### config.mk
export PLATFORM = sky130hd
export DESIGN_NAME = seq_pattern_detector
export DESIGN_NICKNAME = d
export VERILOG_FILES = /design/src/rtl/seq_pattern_detector.sv
export SDC_FILE = /design/constraint.sdc
export NUM_CORES = 1
export LEC_CHECK = 0
export CORE_UTILIZATION = 35
export CTS_BUF_LIST = sky130_fd_sc_hd__clkbuf_8 sky130_fd_sc_hd__clkbuf_16
export DETAILED_ROUTE_END_ITERATION = 8
export SLEW_MARGIN = 15
export SYNTH_ARGS = -nofsm -noshare
export SYNTH_HDL_FRONTEND = slang
export SYNTH_SLANG_ARGS = --single-unit
### constraint.sdc
create_clock -name clk -period 2 [get_ports clk]
set_input_delay 0.6 -clock clk [delete_from_list [all_inputs] [get_ports clk]]
set_output_delay 0.6 -clock clk [all_outputs]
set_load 0.05 [all_outputs]
### src/rtl/seq_pattern_detector.sv
// Serial bit-pattern detector with KMP-style next-state tables that are built
// from PATTERN at elaboration. It offers Mealy or Moore match timing and a saturating match counter.
module seq_pattern_detector #(
  parameter int             LEN     = 3,
  parameter logic [LEN-1:0] PATTERN = 3'b100,
  parameter bit             OVERLAP = 1'b1,
  parameter bit             MOORE   = 1'b0,
  parameter int             CNT_W   = 8
) (
  input  logic             clk,
  input  logic             reset,
  input  logic             clear,
  input  logic             in_valid,
  input  logic             in_bit,
  output logic             match,
  output logic [CNT_W-1:0] match_count,
  output logic             count_sat
);

  localparam int SW = (LEN > 1) ? $clog2(LEN) : 1;

  typedef logic [SW-1:0] st_t;

  localparam st_t LAST = st_t'(LEN - 1);

  if (LEN < 2 || LEN > 16) begin : g_bad_len
    $error("seq_pattern_detector: LEN must be in 2..16");
  end
  if (CNT_W < 1) begin : g_bad_cnt
    $error("seq_pattern_detector: CNT_W must be at least 1");
  end

  // This function returns the length of the longest proper pattern prefix that is a suffix of
  // (prefix(st) followed by b). On a completing bit this is the border of the full pattern.
  function automatic int kmp_next(input int st, input logic b);
    int   best;
    int   kmax;
    int   j;
    logic c;
    logic ok;
    best = 0;
    kmax = (st + 1 < LEN) ? st + 1 : LEN - 1;
    for (int k = 1; k <= kmax; k++) begin
      ok = 1'b1;
      for (int i = 0; i < k; i++) begin
        j = st + 1 - k + i;
        c = (j == st) ? b : PATTERN[LEN-1-j];
        if (c != PATTERN[LEN-1-i]) ok = 1'b0;
      end
      if (ok) best = k;
    end
    return best;
  endfunction

  logic [LEN-1:0][SW-1:0] nxt0_tbl;
  logic [LEN-1:0][SW-1:0] nxt1_tbl;

  for (genvar s = 0; s < LEN; s++) begin : g_tbl
    assign nxt0_tbl[s] = st_t'(kmp_next(s, 1'b0));
    assign nxt1_tbl[s] = st_t'(kmp_next(s, 1'b1));
  end

  st_t              st_q, st_d;
  logic [CNT_W-1:0] cnt_q, cnt_d;
  logic             completion;

  // NOTE: combinational blocks assign every output a default first, so no latch is inferred.
  always_comb begin
    st_d       = st_q;
    cnt_d      = cnt_q;
    completion = in_valid && (st_q == LAST) && (in_bit == PATTERN[0]);
    if (in_valid) begin
      st_d = in_bit ? nxt1_tbl[st_q] : nxt0_tbl[st_q];
    end
    if (completion && !OVERLAP) begin
      st_d = '0;
    end
    if (completion && !count_sat) begin
      cnt_d = cnt_q + 1'b1;
    end
  end

  // NOTE: state registers use non-blocking assignments, so all flops sample the same pre-edge values.
  always_ff @(posedge clk) begin
    if (reset || clear) begin
      st_q  <= '0;
      cnt_q <= '0;
    end else begin
      st_q  <= st_d;
      cnt_q <= cnt_d;
    end
  end

  if (MOORE) begin : g_moore
    logic match_q;
    always_ff @(posedge clk) begin
      if (reset || clear) match_q <= 1'b0;
      else                match_q <= completion;
    end
    assign match = match_q;
  end else begin : g_mealy
    assign match = completion && !reset && !clear;
  end

  assign match_count = cnt_q;
  assign count_sat   = &cnt_q;

endmodule

# == Word-level counts from Yosys, hierarchy flattened ==
# Cells that the tools add are included.
# Widths: inputs -> output; s select.
# totals
ff_bits,10
output_inout_bits,10
word_cells,21
input_bits,5
# classes
n_eq_ne,1
n_reduce_logical,10
mux,5
n_bitwise,1
addsub,1
magnitude_cmp,1
# ops
cell,count
$add 8x1->8 const B,1
$bmux 2 s2,2
$reduce_and 8->1,1
$mux 2,3
$logic_and 1x1->1,5
$logic_not 1->1,3
$lt 2x3->1 const B,1
$eq 2x2->1 const B,1
$logic_or 1x1->1,1
$not 1->1,1

# == Logic depth before layout (Yosys ltp) ==
# depth
ltp_word,5
mapped_depth,5
ltp_nobuf,5

# == Least setup slack after synthesis ==
# OpenSTA, ideal clock, no wires.
# synth_timing
path_type,reg-to-output
startpoint,"register cnt_q[0], in the netlist match_count[0]"
endpoint,output count_sat
path_buffers,0
arrival_ns,1.785
stages_incl_launch_ff,4
slack_ns,-0.385
required_ns,1.400
path_cell_list,dfxtp_1 ha_1 nand4_1 nor2_1
# synth_via
elab_chain_len,1
# synth_lines
item,line,rtl
from (decl),64,"logic [CNT_W-1:0] cnt_q, cnt_d;"
from (signal assigned),90,cnt_q <= cnt_d;
$reduce_and 8->1,106,assign count_sat = &cnt_q;
to (decl),17,output logic count_sat
# Every way passes these cells.

# == Worst setup path after layout ==
# layout_timing
startpoint,input in_bit
endpoint,output match
# layout_via
elab_chain_len,4
# layout_lines
item,line,rtl
from (decl),14,"input logic in_bit,"
$not 1->1,71,completion = in_valid && (st_q == LAST) && (in_bit == PATTERN[0]);
$logic_and 1x1->1,71,
$logic_and 1x1->1 (2 in series),102,assign match = completion && !reset && !clear;
to (decl),15,"output logic match,"
# Every way passes these cells.

==> metrics.cfg <==
[layout]
n_antenna_cell=0
area_growth_pct=50.8
num-nets-final=90
drive_above_1_share_pct=37.8

[setup_path]
critPathLaunchType=input pin
max_stage_delay_ps=240
cp_top_family=buffers and inverters
cp_max_fo=2
crit_slowest_cell=dlygate4sd2_1
endpoint_kind=output port
path_cells=dlygate4sd2_1 > nand4bb_4 > nor2_4 > buf_12
critical_path_class=in -> out
required_ps=1400
worstPathArrival_ps=1370
crit_buf_inv=2

[logic_synthesis]
synth.area.mux_share_pct=3.84
synth_nets=66
synth_seq_area_share_pct=38.4
avgSynthCellArea_sq_um=8.70
syn_inst=60
synthXorXnorAreaFrac_pct=1.68
ys_ff_latch=10
synth_cell_types=28
ys_warn_count=0
synth_top_family_by_area=simple AND/OR/NAND/NOR gates
synth_area_sq_um=522
synthSimpleGateAreaFrac_pct=37.4
synth-compound-area-share_pct=13.4
yosys.area_share.adder_pct=2.40

[clock_tree]
cts.htree.levels=1
cts.clk_slew.worst_paths_ps=50
cts_hold_buf=0
cts.sinks=10
cts_made_buffers=3
clock_path_buffers=2
cts_root_buf=clkbuf_8
cts_tree=yes
insertion_delay_ps=230

[job]
max_cap_violations=0

[placement]
dp_hpwl_um=853
portBuffers=14
place_congestion=0.760

[drt]
finalWirelength_um=1110
vias=524
final_antenna_net_count=0
wl_per_cell_um=11.5
drc=0
dr.pass1.iters=4
routed_via_density=5.40
drt_iter0_markers=7

[grt]
grt_max_degree=9
grt_pass1_wl_um=1700
overflow=0
grt_pass1_vias=393
antenna_found_initial=0
grt_usage_pct=16.1

[floorplan]
ios=15
core_sq_um=1350
die_x_um=40.6
dieArea_sq_um=1650
rows=13
start_util_pct=38.6
die_h_um=40.6

[timing]
hold-worst-slack_ps=497
period_minus_slack_ps=1970
max_slew_margin_pct=82.7
skew_ps=0.841
setup_tns_ps=0
rsz0062_at_grt=no
max_freq_ghz=0.508
timing.final.crit_share_pct=98.3
hold_viol=0
setup_viol=0
slew_viol_final=0
tightest_slew_ps=258

[power]
irDropWorstVdd_v=0.000246
leakagePower_nw=0.313
power_density_nw_per_um2=543

[hold_path]
hold_path_class=reg -> reg

[status]
status=finished clean

[kinds of logic after synthesis]
| logic type | after synthesis |
|---|---|
| buf+inv | 2 |
| simple gates | 34 |
| compound gates | 10 |
| xor+xnor | 1 |
| fa+ha+maj | 1 |
| flops | 10 |
| mux | 2 |
[area by class of cell]
| cell class | instances | area (sq um) |
|---|---|---|
| Inverter | 1 | 3.75 |
| Clock buffer | 3 | 41.3 |
| Tap cell | 15 | 18.8 |
| Timing Repair Buffer | 20 | 180 |
| Sequential cell | 10 | 203 |
| Multi-Input combinational cell | 48 | 340 |
| Fill cell | 136 | 563 |
[stage by stage]
stage	power, mW	setup slack (ps)	instances	util (%)	cell area, sq um
finish	0.427	33.2	97	58.3	787
global route	0.444	3.98	97	58.3	787
CTS	0.430	18.8	97	58.3	787
detailed placement	0.228	-231	92	53.1	717
global placement	0.228	-225	92	53.1	717
floorplan	0.216	25.7	60	-	539
[registers in the layout (all words and copies together) (netlist names)]
| name | flops |
|---|---|
| st_q | 2 |
| match_count | 8 |
[synthesized netlist by cell type]
master	instances	share of area, %
inv_1	1	0.72
or3_1	1	1.2
and3_1	1	1.2
nor3_1	3	2.9
a21oi_1	4	3.8
nor4b_1	1	1.7
o31ai_1	1	1.4
nor2_2	1	1.2
nand2_1	7	5.0
nor2_1	7	5.0
xor2_1	1	1.7
o211ai_2	1	2.4
nand4_1	1	1.2
and3_2	1	1.4
o21ai_2	1	1.7
dfxtp_1	10	38
mux2i_1	2	3.8
buf_6	1	2.2
or2_2	1	1.2
nand3_1	6	5.8
ha_1	1	2.4
nand4bb_1	1	2.2
nand4_2	1	2.4
a211oi_1	1	1.4
and4bb_4	1	3.1
o21ai_0	1	0.96
a41oi_1	1	1.7
and4b_1	1	1.9
[cells in the final DEF, fill, tap and decap left out, drive strengths merged, types with 2 or more instances in the layout]
cell type / n
nor2: 8
buf: 16
o21ai: 2
a21oi: 4
dfxtp: 10
nand2: 7
and3: 2
dlygate4sd2: 4
nand3: 6
mux2i: 2
nand4: 2
nor3: 3
clkbuf: 3
[path summary, 6_finish.rpt]
| check | slack, ps | to | cells after the start | start |
|---|---|---|---|---|
| max | 30 | match | 4 | in_bit |
| min | 500 | match_count[1] | 2 | match_count[1] |
| max reg2reg | 500 | match_count[4] | 7 | st_q[1] |
| min reg2reg | 500 | match_count[1] | 2 | match_count[1] |
[power by group]
part,switching [mW],internal (mW)
clock network,0.0715,0.131
logic,0.0109,0.0120
registers,0.000838,0.201
[routing by layer]
layer / vias to the layer above / global-route usage (%) / share of wire [%]
met4: 0 / 10.0 / 0.90
met2: 17 / 22.6 / 43
met5: - / 0 / 0
met3: 2 / 4.89 / 5.2
li1: 269 / - / -
met1: 236 / 21.2 / 51
[worst min-delay path, delay by kind of cell (launching register included)]
family	cells	cell delay, ps
compound gates	1	70
flops	1	330
simple gates	1	60
[what timing repair did]
| action | CTS | global route |
|---|---|---|
| pin swaps | 3 | 1 |
| endpoints found under the setup margin | 1 | 1 |
| buffers inserted | 2 | 0 |
| resized for setup | 6 | 0 |
Note: power is estimated with default switching activity, not from simulation.
